## src/rtl/fetch_stage_pkg.sv

```systemverilog
// Shared definitions for the instruction-fetch stage.
//   fs_state_t      : fetch FSM states
//   FS_RESET_PC     : default PC loaded by reset
//   FS_INST_NOP     : instruction word presented while IF/ID is empty
//   FS_ALIGN_MASK   : clears the byte-offset bits of a 32-bit address
package fetch_stage_pkg;

  typedef enum logic [1:0] {
    FS_BOOT  = 2'd0,
    FS_FETCH = 2'd1,
    FS_HOLD  = 2'd2,
    FS_DROP  = 2'd3
  } fs_state_t;

  localparam logic [31:0] FS_RESET_PC   = 32'h0000_3000;
  localparam logic [31:0] FS_INST_NOP   = 32'h0000_0000;
  localparam logic [31:0] FS_ALIGN_MASK = 32'hFFFF_FFFC;

endpackage

```

## src/rtl/fetch_stage_if.sv

```systemverilog
// Instruction-memory request/acknowledge bus.
//   req   : fetch request, held until ack
//   addr  : word address, stable while req=1 and ack=0
//   ack   : memory returns rdata this cycle (may arrive in the request cycle)
//   rdata : fetched instruction
// master = fetch stage, slave = instruction memory.
interface fetch_stage_if #(
  parameter int W = 32
);
  logic         req;
  logic [W-1:0] addr;
  logic         ack;
  logic [W-1:0] rdata;

  modport master (output req, output addr, input ack, input rdata);
  modport slave  (input req, input addr, output ack, output rdata);
endinterface

```

## src/rtl/fetch_stage_ifid_reg.sv

```systemverilog
// IF/ID pipeline register.
//   clk, rst_n : clock, synchronous active-low reset (clears every field)
//   hold       : keep current contents (hazard stall); wins over everything else
//   load       : capture d_inst/d_pc/d_pc4 as a valid instruction
//   bubble     : insert an empty slot (valid=0, inst=NOP); pc/pc4 keep old values
//   d_*        : incoming instruction, its PC and PC+4
//   valid/inst/pc/pc4 : register contents; inst reads NOP whenever valid=0
module fetch_stage_ifid_reg
  import fetch_stage_pkg::*;
#(
  parameter int INST_WIDTH = 32
) (
  input  logic                  clk,
  input  logic                  rst_n,
  input  logic                  hold,
  input  logic                  load,
  input  logic                  bubble,
  input  logic [INST_WIDTH-1:0] d_inst,
  input  logic [INST_WIDTH-1:0] d_pc,
  input  logic [INST_WIDTH-1:0] d_pc4,
  output logic                  valid,
  output logic [INST_WIDTH-1:0] inst,
  output logic [INST_WIDTH-1:0] pc,
  output logic [INST_WIDTH-1:0] pc4
);

  localparam logic [INST_WIDTH-1:0] NOP = INST_WIDTH'(FS_INST_NOP);

  logic [INST_WIDTH-1:0] inst_q;

  always_ff @(posedge clk) begin
    if (!rst_n) begin
      valid  <= 1'b0;
      inst_q <= NOP;
      pc     <= '0;
      pc4    <= '0;
    end else if (hold) begin
      valid  <= valid;
    end else if (load) begin
      valid  <= 1'b1;
      inst_q <= d_inst;
      pc     <= d_pc;
      pc4    <= d_pc4;
    end else if (bubble) begin
      valid  <= 1'b0;
      inst_q <= NOP;
    end
  end

  // The decoder sees NOP for an empty slot regardless of what was last stored.
  assign inst = valid ? inst_q : NOP;

endmodule

```

## src/rtl/fetch_stage.sv

```systemverilog
// Instruction-fetch stage with IF/ID pipeline register.
//   clk            : clock, all state updates on posedge
//   rst_n          : synchronous active-low reset
//   stall          : hazard unit asks IF/ID to hold this cycle
//   redirect_valid : decode has a taken BEQ/JAL; load redirect_pc (ignored under stall)
//   redirect_pc    : redirect target (byte-offset bits ignored)
//   imem           : instruction-memory bus, master side (single outstanding request)
//   ifid_valid     : IF/ID holds a real instruction
//   ifid_inst      : instruction, NOP when ifid_valid=0
//   ifid_pc        : PC of ifid_inst
//   ifid_pc4       : ifid_pc+4, JAL link value
module fetch_stage
  import fetch_stage_pkg::*;
#(
  parameter logic [31:0] RESET_PC   = FS_RESET_PC,
  parameter int          INST_WIDTH = 32
) (
  input  logic                   clk,
  input  logic                   rst_n,
  input  logic                   stall,
  input  logic                   redirect_valid,
  input  logic [INST_WIDTH-1:0]  redirect_pc,
  fetch_stage_if.master          imem,
  output logic                   ifid_valid,
  output logic [INST_WIDTH-1:0]  ifid_inst,
  output logic [INST_WIDTH-1:0]  ifid_pc,
  output logic [INST_WIDTH-1:0]  ifid_pc4
);

  localparam logic [INST_WIDTH-1:0] ALIGN = INST_WIDTH'(FS_ALIGN_MASK);
  localparam logic [INST_WIDTH-1:0] FOUR  = INST_WIDTH'(4);

  fs_state_t             state, state_n;
  logic [INST_WIDTH-1:0] pc, pc_n, pc_plus4;
  logic [INST_WIDTH-1:0] drop_addr;
  logic                  drop_we;

  logic                  skid_vld;
  logic [INST_WIDTH-1:0] skid_inst, skid_pc, skid_pc4;
  logic                  skid_we, skid_clr;

  logic                  ifid_load, ifid_from_skid;
  logic                  redirect;

  logic [INST_WIDTH-1:0] d_inst, d_pc, d_pc4;

  assign pc_plus4 = pc + FOUR;
  assign redirect = redirect_valid & ~stall;

  // Request is a pure decode of state. In DROP the bus keeps the abandoned
  // address so it stays stable until the memory acknowledges it.
  assign imem.req  = (state == FS_FETCH) || (state == FS_DROP);
  assign imem.addr = (state == FS_DROP) ? drop_addr : (pc & ALIGN);

  // State register
  always_ff @(posedge clk) begin
    if (!rst_n) begin
      state <= FS_BOOT;
    end else begin
      state <= state_n;
    end
  end

  // Next state and datapath controls
  always_comb begin
    state_n        = state;
    pc_n           = pc;
    ifid_load      = 1'b0;
    ifid_from_skid = 1'b0;
    skid_we        = 1'b0;
    skid_clr       = 1'b0;
    drop_we        = 1'b0;

    case (state)
      FS_BOOT: begin
        state_n = FS_FETCH;
      end
      FS_FETCH: begin
        if (imem.ack) begin
          pc_n = pc_plus4;
          if (stall) begin
            skid_we = 1'b1;
            state_n = FS_HOLD;
          end else begin
            ifid_load = 1'b1;
          end
        end
      end
      FS_HOLD: begin
        if (!stall && skid_vld) begin
          ifid_load      = 1'b1;
          ifid_from_skid = 1'b1;
          skid_clr       = 1'b1;
          state_n        = FS_FETCH;
        end
      end
      FS_DROP: begin
        if (imem.ack) begin
          state_n = FS_FETCH;
        end
      end
      default: begin
        state_n = FS_BOOT;
      end
    endcase

    // A redirect squashes whatever this cycle would have delivered. A request
    // left hanging in FETCH has to be drained in DROP before the new PC is used.
    if (redirect) begin
      pc_n           = redirect_pc & ALIGN;
      ifid_load      = 1'b0;
      ifid_from_skid = 1'b0;
      skid_we        = 1'b0;
      skid_clr       = 1'b1;
      case (state)
        FS_FETCH: begin
          state_n = imem.ack ? FS_FETCH : FS_DROP;
          drop_we = ~imem.ack;
        end
        FS_DROP:  state_n = imem.ack ? FS_FETCH : FS_DROP;
        default:  state_n = FS_FETCH;
      endcase
    end
  end

  // PC, stale-address and skid registers
  always_ff @(posedge clk) begin
    if (!rst_n) begin
      pc       <= RESET_PC;
      skid_vld <= 1'b0;
    end else begin
      pc <= pc_n;
      if (skid_we) begin
        skid_vld <= 1'b1;
      end else if (skid_clr) begin
        skid_vld <= 1'b0;
      end
    end
  end

  always_ff @(posedge clk) begin
    if (drop_we) begin
      drop_addr <= pc & ALIGN;
    end
    if (skid_we) begin
      skid_inst <= imem.rdata;
      skid_pc   <= pc & ALIGN;
      skid_pc4  <= pc_plus4;
    end
  end

  assign d_inst = ifid_from_skid ? skid_inst : imem.rdata;
  assign d_pc   = ifid_from_skid ? skid_pc   : (pc & ALIGN);
  assign d_pc4  = ifid_from_skid ? skid_pc4  : pc_plus4;

  // IF/ID boundary
  fetch_stage_ifid_reg #(
    .INST_WIDTH (INST_WIDTH)
  ) u_ifid (
    .clk    (clk),
    .rst_n  (rst_n),
    .hold   (stall),
    .load   (ifid_load),
    .bubble (~ifid_load),
    .d_inst (d_inst),
    .d_pc   (d_pc),
    .d_pc4  (d_pc4),
    .valid  (ifid_valid),
    .inst   (ifid_inst),
    .pc     (ifid_pc),
    .pc4    (ifid_pc4)
  );

endmodule

```

## src/flat_wrapper.sv

```systemverilog
// flat-port wrapper written by rule: the top's interface ports become plain ports
module fetch_stage_flat import fetch_stage_pkg::*;
#(
  parameter logic [31:0] RESET_PC   = FS_RESET_PC,
  parameter int          INST_WIDTH = 32
)
  (clk, rst_n, stall, redirect_valid, redirect_pc, ifid_valid, ifid_inst, ifid_pc, ifid_pc4, imem_req, imem_addr, imem_ack, imem_rdata);
  fetch_stage_if #(.W(32)) imem_i ();
  input  logic clk;
  input  logic rst_n;
  input  logic stall;
  input  logic redirect_valid;
  input  logic [INST_WIDTH-1:0] redirect_pc;
  output logic ifid_valid;
  output logic [INST_WIDTH-1:0] ifid_inst;
  output logic [INST_WIDTH-1:0] ifid_pc;
  output logic [INST_WIDTH-1:0] ifid_pc4;
  output wire logic [$bits(imem_i.req)-1:0] imem_req;
  output wire logic [$bits(imem_i.addr)-1:0] imem_addr;
  input wire logic [$bits(imem_i.ack)-1:0] imem_ack;
  input wire logic [$bits(imem_i.rdata)-1:0] imem_rdata;
  assign imem_req = imem_i.req;
  assign imem_addr = imem_i.addr;
  assign imem_i.ack = imem_ack;
  assign imem_i.rdata = imem_rdata;
  fetch_stage #(.RESET_PC(RESET_PC), .INST_WIDTH(INST_WIDTH)) u_core (.clk(clk), .rst_n(rst_n), .stall(stall), .redirect_valid(redirect_valid), .redirect_pc(redirect_pc), .imem(imem_i), .ifid_valid(ifid_valid), .ifid_inst(ifid_inst), .ifid_pc(ifid_pc), .ifid_pc4(ifid_pc4));
endmodule
```

## config.mk

```make
export PLATFORM = sky130hd
export DESIGN_NAME = fetch_stage_flat
export DESIGN_NICKNAME = d
export VERILOG_FILES = /design/src/rtl/fetch_stage_pkg.sv /design/src/rtl/fetch_stage_if.sv /design/src/rtl/fetch_stage_ifid_reg.sv /design/src/rtl/fetch_stage.sv /design/src/flat_wrapper.sv
export SDC_FILE = /design/constraint.sdc
export NUM_CORES = 1
export LEC_CHECK = 0
export ABC_CLOCK_PERIOD_IN_PS = 3490
export CORE_AREA = 2 2 167 169
export CTS_CLUSTER_DIAMETER = 150
export DETAILED_ROUTE_END_ITERATION = 8
export DIE_AREA = 0 0 169 171
export DONT_BUFFER_PORTS = 1
export HOLD_SLACK_MARGIN = 0.1
export PLACE_DENSITY_LB_ADDON = 0.05
export SETUP_SLACK_MARGIN = 0.02
export SLEW_MARGIN = 10
export SYNTH_ARGS = -nofsm -noshare
export SYNTH_HDL_FRONTEND = slang
export SYNTH_SLANG_ARGS = --single-unit
```

## constraint.sdc

```tcl
create_clock -name clk -period 3.49 [get_ports clk]
set_clock_uncertainty 0.15 [all_clocks]
set_input_delay 0.5235 -clock clk [delete_from_list [all_inputs] [get_ports clk]]
set_output_delay 0.5235 -clock clk [all_outputs]
set_load 0.005 [all_outputs]
```

Word-level counts from Yosys, hierarchy flattened --
Cells that the tools add are included.
Cells by class: add/sub/neg operators 1, eq/ne operators 7, mux-type cells 34, bitwise logic cells 4, reduce and logical (&&, ||, !) cells 13
Operators with widths (number):
- $mux W32 | 9
- $add A32 B3 Y32 const B | 1
- $mux W1 | 16
- $mux W2 | 7
- $ne A3 B2 Y1 const B | 3
- $pmux W2 S4 | 1
- $reduce_and A2 Y1 | 3
- $reduce_bool A2 Y1 | 3
- $eq A2 B2 Y1 const B | 2
- $reduce_and A4 Y1 | 1
- $reduce_or A2 Y1 | 2
- $ne A3 B1 Y1 const B | 1
- $not A1 Y1 | 3
- $eq A2 B1 Y1 const B | 1
- $logic_not A2 Y1 | 1
- $pmux W1 S2 | 1
- $and A1 B1 Y1 | 1
- $logic_and A1 B1 Y1 | 1
- $logic_not A1 Y1 | 1
- $logic_or A1 B1 Y1 | 1
Word-level totals: bits in registers 256, logic and storage cells 71

Depth between registers and ports, before layout --
word-level depth 7, depth in mapped cells 10, depth with buffers taken out 7

Cells and area by module --
From an unflattened synthesis, not the netlist that was laid out.
Second synthesis, totals: cell total of the unflattened synthesis 1258, area total of the unflattened synthesis 11578.6 sq um
By module, submodules not included:
- fetch_stage | instances 1, cells each 796, area each 7817.5 sq um, seq. area each 4324.1 sq um
- fetch_stage_ifid_reg | instances 1, cells each 462, area each 3761.1 sq um, seq. area each 1941.9 sq um

Worst setup path after synthesis --
Ideal clock, no wire load.
kind in2reg, start in stall, end reg u_core.skid_inst[0] (enable), setup time 0.462 ns, arrival time 2.885 ns, slack -0.007 ns, stages 2, cells stage by stage buf_2 > and3_1
Between the ends: word-level cells in the longest chain between the ends 4, elaborated cells between the ends (all ways) 6, classes of those cells mux: 4; bitwise: 2
Ends and longest elaborated chain:
- start, declared | RTL line flat_wrapper.sv:11 | input logic stall;
- $mux W1 | RTL line fetch_stage.sv:81 | if (stall) begin
- $mux W1 | RTL line fetch_stage.sv:79 | if (imem.ack) begin
- $mux W1 | RTL line fetch_stage.sv:74 | case (state)
- $mux W1 (*) | RTL line fetch_stage.sv:109 | if (redirect) begin
- named net u_core.skid_we | RTL line fetch_stage.sv:40 | logic skid_we, skid_clr;
- end signal, assigned | RTL line fetch_stage.sv:146 | skid_inst <= imem.rdata;
- end, declared | RTL line fetch_stage.sv:39 | logic [INST_WIDTH-1:0] skid_inst, skid_pc, skid_pc4;
The timed path passes the listed nets; every way through them passes the cells marked *. A chain may end at the register's enable or synchronous reset.

Final worst setup path --
start reg u_core.state[0], end reg u_core.u_ifid.inst_q[3]
Between the ends: word-level cells in the longest chain between the ends 5, elaborated cells between the ends (all ways) 8, classes of those cells eq/ne: 2; mux: 6
Ends and longest elaborated chain:
- start, declared | RTL line fetch_stage.sv:33 | fs_state_t state, state_n;
- start signal, assigned | RTL line fetch_stage.sv:60 | state <= state_n;
- $eq A2 B2 Y1 | RTL line fetch_stage.sv:74
- $mux W1 | RTL line fetch_stage.sv:74
- $mux W1 | RTL line fetch_stage.sv:109
- $mux W32 | RTL line fetch_stage.sv:152 | assign d_inst = ifid_from_skid ? skid_inst : imem.rdata;
- $mux W32 (*) | RTL line fetch_stage_ifid_reg.sv:39 | end else if (load) begin
- end signal, assigned | RTL line fetch_stage_ifid_reg.sv:41 | inst_q <= d_inst;
- end, declared | RTL line fetch_stage_ifid_reg.sv:29 | logic [INST_WIDTH-1:0] inst_q;
Mark *: on every way between the ends. The rest lies on a longest branch, timed or not.

==> impl_metrics.ini <==
[synth]
synth_edf_count = 122
yosysMostFrequentCell = nand2_1
syn_area_per_cell_um2 = 10.0
synth_area_leaders = edfxtp_1 34%, dfxtp_1 23%, nand2_1 6.0%, a21oi_1 4.7%, nor2_1 3.5%
synth_xor_area_share_pct = 4.15
netlist_area_mm2 = 0.0108
synth_adder_area_share_pct = 0.465
synth_cells = 1072
synth_top_family_by_area = simple AND/OR/NAND/NOR gates
synth_compound_area_share_pct = 12.4
async_flop_share_pct = 0
synthDistinctLibCells = 50
ys_seq_area_share_pct = 57.5
synth_ff_type = dfxtp_1
synth_area_leader_cell = edfxtp_1
ys_ff_latch = 248
synthMuxAreaShare_pct = 3.29
yosys.area_share.simple_pct = 17.7
ys_top_cells_by_count = 172 x nand2_1, 126 x dfxtp_1, 122 x edfxtp_1
yosysTopAreaCellShare_pct = 34.1
yosys_warnings = 0

[global_routing]
grtUsageTotal_pct = 20.4
grt_max_degree = 54
grt_pass1_wl_um = 46300
grt_pass1_vias = 7707
grt-ovfl-total = 0
grt.busiest_layer = met2
met3_usage_pct = 4.83
grt_use_met2_pct = 32.3
grt_util_met1_pct = 28.3
antenna_found_initial = 1

[floorplanning]
die_w_um = 169
core_mm2 = 0.0273
start_util_pct = 39.4
die-area_mm2 = 0.0289
ioPinCount = 199
die_h_um = 171
row_count = 61

[cts]
ctsResizeCount = 0
cts_tree = yes
clk_pin_slew_worst_paths_ns = 0.06
clk_path_buf_depth = 3
clk_latency_ns = 0.54
numCtsBuffers = 29
cts_num_sinks = 248
root_buffer = clkbuf_16
cts_setup_buffers = 0
htree_levels = 1

[worst_hold_path]
hold_start = imem_rdata[8]
whs_path_depth = 4
min_to = u_core.u_ifid.inst_q[8]
hold_class = in -> reg

[placed_design]
place_hpwl_um = 18100
place_congestion = 0.700
port_buffers = 0
place_area_mm2 = 0.0110
placedCellCount = 1346

[finish]
final_area_mm2 = 0.0126
nNetsFinal = 1169
multi_input_area_mm2 = 0.00416
area_growth_pct = 17.2
drive_above_1_share_pct = 10.1
n_fill_cell = 2654
regArea_mm2 = 0.00619
instances_no_fill = 1464

[sta]
drv_slew = 0
hold_violations = 0
fin_setup_tns_ns = 0
finalCriticalPeriod_ns = 2.70
finalSetupViolCount = 0
worst_pin_slew_ns = 1.04
fmax_ghz = 0.370
finalCritPeriodShare_pct = 77.4
whs_ns = 0.123
grt_setup_unrepaired = no
relSlewSlack_pct = 30.7

[setup_path]
cp.arrival_ns = 2.94
rrSetupSlack_ns = 0.79
cp_data_required_time_ns = 3.73
crit_buf_inv = 2
endpoint_kind = flip-flop
crit_chain = inv_1 -> ha_1 -> nand2_1 -> a2111o_2 -> buf_4 -> a21oi_1 -> a21oi_1 -> nor2_1
cpMostUsedCell = a21oi_1
cpMaxStageDelayCell = a2111o_2
r2r_end = u_core.u_ifid.inst_q[3]
r2r_start = u_core.state[0]
ff2ff_path_depth = 8
cp_top_family = compound AO/OA/AOI/OAI gates
critPathKind = reg -> reg
cp-start-kind = flip-flop
critPathMaxFanout = 49
slowest_delay_ns = 0.86

[status]
outcome = complete, no violations

[routing]
drt_iter0_drc = 555
vias_per_cell = 5.40
dr.pass1.iters = 5
via_count = 7909
drt_wl_total_um = 30000
drtAntennaViolNets = 0
drc_errors = 0
wl_per_cell_um = 20.5

[power_and_ir_drop]
p_total_w = 0.00667
p_per_area_mw_per_mm2 = 529
ir_drop_mv = 0.287
p_leak_nw = 4.39

[run]
maxCapViolations = 0
where the power goes:
part / switching [W] / leakage (nW) / internal [W] / total (W)
Sequential: 0.0000983 / 2.15 / 0.00318 / 0.00328
Combinational: 0.000308 / 1.81 / 0.000210 / 0.000518
Clock: 0.00116 / 0.435 / 0.00171 / 0.00287
tightest hold or removal path, cell delays in order:
cell	delay (ns)
nand2_1	0.04
a21oi_1	0.05
a21oi_1	0.11
nor2_1	0.04
cell families after synthesis:
logic type,count (synthesis)
flip-flops,248
multiplexers,32
buffers and inverters,109
AND/OR/NAND/NOR,416
other,1
AO/OA/AOI/OAI,211
adder cells (fa/ha/maj),4
XOR/XNOR,51
worst max path at each step:
stage	depth (start not counted)	start	to	slack [ns]
3_5_place_dp	8	u_core.state[0]	u_core.u_ifid.inst_q[5]	0.74
3_3_place_gp	8	u_core.state[0]	u_core.u_ifid.inst_q[5]	0.78
6_report	8	u_core.state[0]	u_core.u_ifid.inst_q[3]	0.79
2_1_floorplan	2	stall	u_core.skid_inst[0]	1.03
4_1_cts	8	u_core.state[0]	u_core.u_ifid.inst_q[5]	0.73
5_1_grt	8	u_core.state[0]	u_core.u_ifid.inst_q[7]	0.52
flip-flops by register name, indices dropped and copies added, names as in the netlist:
name,flops
u_core.skid_vld,1
u_core.u_ifid.pc,30
u_core.u_ifid.valid,1
u_core.u_ifid.inst_q,32
u_core.skid_pc,30
u_core.skid_pc4,30
u_core.state,2
u_core.skid_inst,32
u_core.u_ifid.pc4,30
u_core.pc,30
u_core.drop_addr,30
metrics by stage:
stage                     worst slack [ns]  util (%)
after global routing                 0.518      46.1
after global placement               0.777      40.4
after floorplan                       1.03         -
after detailed placement             0.743      40.4
after CTS                            0.727      46.1
final                                0.789      46.1
final cells by class:
type,count,share of cell area [%]
sequential,248,49.1
tap,346,3.44
clock inverter,6,0.447
inverter,7,0.218
clock buffer,46,6.66
multi-input combinational,720,33.0
timing repair buffer,90,7.11
antenna,1,0.0199
layer usage:
layer | vias up | part of all wire (%)
met1 | 3827 | 47
met2 | 202 | 44
met5 | - | 0
li1 | 3844 | -
met3 | 36 | 6.3
met4 | 0 | 1.9
cells in the final DEF, fill, tap and decap left out, types with 29 or more instances in the layout:
| cell type | count |
|---|---|
| nand2_1 | 172 |
| dfxtp_1 | 126 |
| edfxtp_1 | 122 |
| a21oi_1 | 102 |
| nor2_1 | 99 |
| dlygate4sd3_1 | 63 |
| nand3_1 | 47 |
| o21ai_0 | 38 |
| and2_1 | 34 |
| a311oi_1 | 34 |
| clkbuf_16 | 29 |
timing repair:
action	4_1_cts	5_1_grt
hold buffers	65	0
hold endpoints to repair	118	0
setup endpoints to repair	0	0
(Power assumes the default switching activity.)
